<file path="src/rtl/pulse_multiplier_iterative_pulse_latch.sv">
// Sticky flag: set by a one-cycle pulse, held until a synchronous clear.
// Clear has priority over a simultaneous set pulse.
module Pulse_Latch #(
  parameter logic RESET_VALUE = 1'b0
) (
  input  logic clock,
  input  logic clear,
  input  logic pulse_in,
  output logic level_out
);

  logic level_q;
  logic level_d;

  always_comb begin
    level_d = level_q;
    if (pulse_in) begin
      level_d = 1'b1;
    end
  end

  always_ff @(posedge clock) begin
    if (clear) begin
      level_q <= RESET_VALUE;
    end else begin
      level_q <= level_d;
    end
  end

  assign level_out = level_q;

endmodule

</file>
<file path="src/rtl/pulse_multiplier_iterative.sv">
// Variable-latency unsigned shift-add multiplier with one-cycle pulse handshakes.
// The multiply ends as soon as the remaining multiplier bits are all zero.
module pulse_multiplier_iterative #(
  parameter int WORD_WIDTH = 16
) (
  input  logic                  clock,
  input  logic                  clear_n,
  input  logic                  pulse_in,
  input  logic [WORD_WIDTH-1:0] data_in,
  output logic                  pulse_out,
  output logic [WORD_WIDTH-1:0] data_out,
  output logic                  busy,
  output logic                  overlap_error
);

  localparam int HALF = WORD_WIDTH / 2;

  localparam logic ST_IDLE = 1'b0;
  localparam logic ST_RUN  = 1'b1;

  logic                  state_q, state_d;
  logic [WORD_WIDTH-1:0] a_q, a_d;
  logic [HALF-1:0]       b_q, b_d;
  logic [WORD_WIDTH-1:0] acc_q, acc_d;
  logic [WORD_WIDTH-1:0] data_q, data_d;
  logic                  pulse_q, pulse_d;
  logic [WORD_WIDTH-1:0] acc_next;
  logic [HALF-1:0]       b_shifted;

  assign acc_next  = acc_q + (b_q[0] ? a_q : '0);
  assign b_shifted = b_q >> 1;

  always_comb begin
    state_d = state_q;
    a_d     = a_q;
    b_d     = b_q;
    acc_d   = acc_q;
    data_d  = data_q;
    pulse_d = 1'b0;
    case (state_q)
      ST_IDLE: begin
        if (pulse_in) begin
          a_d     = {{HALF{1'b0}}, data_in[WORD_WIDTH-1:HALF]};
          b_d     = data_in[HALF-1:0];
          acc_d   = '0;
          state_d = ST_RUN;
        end
      end
      default: begin
        a_d   = a_q << 1;
        b_d   = b_shifted;
        acc_d = acc_next;
        // No set bits left above bit 0: this cycle's sum is the product.
        if (b_shifted == '0) begin
          data_d  = acc_next;
          pulse_d = 1'b1;
          state_d = ST_IDLE;
        end
      end
    endcase
  end

  always_ff @(posedge clock) begin
    if (!clear_n) begin
      state_q <= ST_IDLE;
      a_q     <= '0;
      b_q     <= '0;
      acc_q   <= '0;
      data_q  <= '0;
      pulse_q <= 1'b0;
    end else begin
      state_q <= state_d;
      a_q     <= a_d;
      b_q     <= b_d;
      acc_q   <= acc_d;
      data_q  <= data_d;
      pulse_q <= pulse_d;
    end
  end

  assign busy      = (state_q == ST_RUN);
  assign pulse_out = pulse_q;
  assign data_out  = data_q;

  Pulse_Latch #(
    .RESET_VALUE(1'b0)
  ) u_overlap_latch (
    .clock    (clock),
    .clear    (~clear_n),
    .pulse_in (pulse_in & busy),
    .level_out(overlap_error)
  );

endmodule

</file>
<file path="config.mk">
export PLATFORM = sky130hd
export DESIGN_NAME = pulse_multiplier_iterative
export DESIGN_NICKNAME = d
export VERILOG_FILES = /design/src/rtl/pulse_multiplier_iterative_pulse_latch.sv /design/src/rtl/pulse_multiplier_iterative.sv
export SDC_FILE = /design/constraint.sdc
export NUM_CORES = 1
export LEC_CHECK = 0
export ABC_AREA = 1
export ABC_CLOCK_PERIOD_IN_PS = 2000
export BUFFER_PORTS_ARGS = -buffer_cell sky130_fd_sc_hd__buf_2
export CAP_MARGIN = 20
export CORE_MARGIN = 8
export CORE_UTILIZATION = 50
export DETAILED_ROUTE_END_ITERATION = 12
export GPL_TIMING_DRIVEN = 0
export PLACE_DENSITY = 0.83
export RECOVER_POWER = 25
export SLEW_MARGIN = 20
export SYNTH_ARGS = -nofsm -noshare
export SYNTH_HDL_FRONTEND = slang
export SYNTH_SLANG_ARGS = --single-unit
</file>
<file path="constraint.sdc">
create_clock -name clock -period 2 [get_ports clock]
set_input_delay 0.1 -clock clock [delete_from_list [all_inputs] [get_ports clock]]
set_output_delay 0.1 -clock clock [all_outputs]
set_load 0.05 [all_outputs]
</file>
==> results.json <==
{
  "outcome": "finished, final reports clean",
  "top_level_ports": 38,
  "grtUsageMet2_pct": 30.4,
  "cts_max_path_buffers": 2,
  "grt.busiest_layer": "met2",
  "start_kind": "register",
  "dpl.cell_count": 571,
  "vias_per_cell": 5.33,
  "setup_viol": 0,
  "ys_dominant_reg_cell": "dfxtp_1",
  "crit_type": "register to register",
  "holdWs_ns": 0.0308,
  "clockPowerShare_pct": 41.5,
  "drt-initial-drc-count": 165,
  "setup.worst_path.start": "b_q[0]",
  "holdCritStartpoint": "data_in[2]",
  "dpl.hpwl_mm": 5.71,
  "dr.pass1.iters": 5,
  "grt_use_met3_pct": 4.17,
  "power_mw": 2.58,
  "netlist_instances": 458,
  "relSlewSlack_pct": 60.2,
  "ys_seq_area_share_pct": 37.6,
  "setup_ws_ns": 0.0385,
  "hold_class": "input pin to register",
  "synth_edf_count": 0,
  "syn2layout_area_growth_pct": 22.0,
  "power_density_nw_per_um2": 674,
  "grt_first_pass_wirelength_mm": 13.0,
  "critPathArrivalTime_ns": 2.23,
  "synth_nets": 493,
  "drt-total-wl_mm": 8.29,
  "die_h_um": 95.2,
  "io_buffers": 36,
  "swShare_pct": 27.3,
  "synth_warnings": 0,
  "antennaDiodeCount": 0,
  "intPower_mw": 1.88,
  "nFillCells": 539,
  "p_leak_nw": 1.87,
  "grt.overflow.total": 0,
  "cap_viol_max_count": 0,
  "drive_gt1_share_pct": 17.0,
  "setup_tns_ns": 0,
  "gp_congestion": 0.928,
  "avgSynthCellArea_um2": 6.85,
  "cts_made_buffers": 9,
  "ir_worst_vdd_uv": 476,
  "synth.ff_latch_count": 59,
  "fp.dieArea_um2": 9070,
  "grtUsageTotal_pct": 18.1,
  "clock_tree.root_cell": "clkbuf_8",
  "drv_slew": 0,
  "cts_tree": "built",
  "cts_max_level": 3,
  "path_clk_slew_ns": 0.07,
  "cts_sinks": 59,
  "fmax_ghz": 0.510,
  "crit_required_ns": 2.27,
  "r2r_start": "b_q[0]",
  "switchingPower_mw": 0.705,
  "synth_area_leader_cell": "dfxtp_1",
  "drc": 0,
  "synth_common_cells": "174 x nand2_1, 59 x dfxtp_1, 49 x inv_1, 35 x a21oi_1, 29 x nand3_1",
  "place_ws_ns": -0.221,
  "p_comb_share_pct": 10.4,
  "post-synth-top-count-cell": "nand2_1",
  "clk_latency_ns": 0.35,
  "initial_utilization_pct": 50.6,
  "die_w_um": 95.2,
  "wire_per_inst_um": 13.9,
  "synth.area.top_cells": "dfxtp_1 38%, nand2_1 21%, ha_1 6.0%",
  "synth_cell_types": 30,
  "grt_pass1_vias": 3006,
  "worst_slew_pin_slew_ns": 0.597,
  "syn-cell-area_um2": 3140,
  "fp-row-count": 29,
  "coreArea_um2": 6200,
  "met1_usage_pct": 20.8,
  "antenna_found_initial": 0,
  "grt_max_degree": 12,
  "async_flop_share_pct": 0,
  "path_max_fanout": 8,
  "seq_power_share_pct": 48.1,
  "drtAntennaViolNets": 0,
  "synth_top_area_share_pct": 37.6,
  "fin_nets": 547,
  "hold_violations": 0,
  "min_period_ns": 1.96,
  "skew_ns": 0.00962,
  "min_period_over_period_pct": 98.1,
  "via_count": 3167,
  "crit_path_end_kind": "register",
  "fin_cells": 594
}
-- layout by cell type, fill, tap and decap left out, types with 3 or more instances in the layout --
cell type        n
buf_4            3
clkbuf_1        20
clkinv_2         3
a21oi_1         31
nand3b_1         3
nand3_1         27
buf_2           28
nand3_2          3
nand2_1        166
a21oi_2          4
o21ai_0          4
nor2_1          24
ha_1             6
a22o_1           5
xor2_1           6
inv_2            3
dlygate4sd3_1    6
o221ai_1         5
ha_4             7
dfxtp_1         58
a31oi_1          7
nor3_1           8
clkbuf_8        10
nand2_2         10
inv_1           49
-- timing repair --
item / CTS / global route
pin swaps: 1 / 3
buffers inserted: 0 / 2
hold buffers: 6 / 0
gates resized for setup: 10 / 25
setup endpoints to repair: 19 / 15
endpoints found under the hold margin: 6 / 0
-- area by class of cell --
cell class                 count  area (µm²)  area share, %
clock inverter                 7        68.8           1.80
timing repair buffer          44         234           6.11
sequential                    59        1180           30.9
multi-input combinational    329        1820           47.5
inverter                      52         195           5.10
tap                           77        96.3           2.52
clock buffer                   9         124           3.24
buffer                        17         108           2.81
-- layer usage --
| layer | share of wire (%) | up-vias |
|---|---|---|
| met4 | 1.9 | 0 |
| li1 | - | 1562 |
| met2 | 49 | 129 |
| met5 | 0 | - |
| met3 | 7.6 | 18 |
| met1 | 41 | 1458 |
-- final timing paths --
kind	to	slack (ns)	cells past startpoint
max	acc_q[8]	0.04	11
min	b_q[2]	0.03	3
max reg2reg	acc_q[8]	0.04	11
min reg2reg	data_out[8]	0.45	2
-- sequential cells by signal (all words and copies together), names as in the netlist --
signal and cells:
busy 1, u_overlap_latch.level_out 1, acc_q 16, data_out 16, pulse_out 1, b_q 8
a_q 16
-- kinds of logic after synthesis --
logic type               synth area share (%)
AND/OR/NAND/NOR                          33.6
buffers and inverters                    9.49
flip-flops                               37.6
AO/OA/AOI/OAI                            10.4
adder cells (fa/ha/maj)                  6.62
XOR/XNOR                                 2.23
-- through the flow --
step                      util [%]  cell area (µm²)
final                         61.7             3830
after global routing          61.7             3830
after CTS                     59.6             3700
after detailed placement      55.1             3420
after global placement        55.1             3420
after floorplan                  -             3140
-- critical path: stages, from the launching register on --
cell and delay, ns:
dfxtp_4 0.37, nand2_1 0.06, inv_1 0.04, ha_2 0.19, fa_2 0.37, nand3_1 0.09
nand2_1 0.10, nand2_1 0.08, nand2_1 0.10, xor2_1 0.22, nand2_1 0.11, a21oi_1 0.15
-- power groups by stage --
stage          Combinational (mW)  Clock, mW  Sequential (mW)
6_report                    0.268       1.07             1.24
5_1_grt                     0.293       1.14             1.24
4_1_cts                     0.261       1.09             1.24
3_5_place_dp                0.253          0             1.26
3_3_place_gp                0.246          0             1.26
2_1_floorplan               0.161          0             1.27
(Power assumes the default switching activity.)
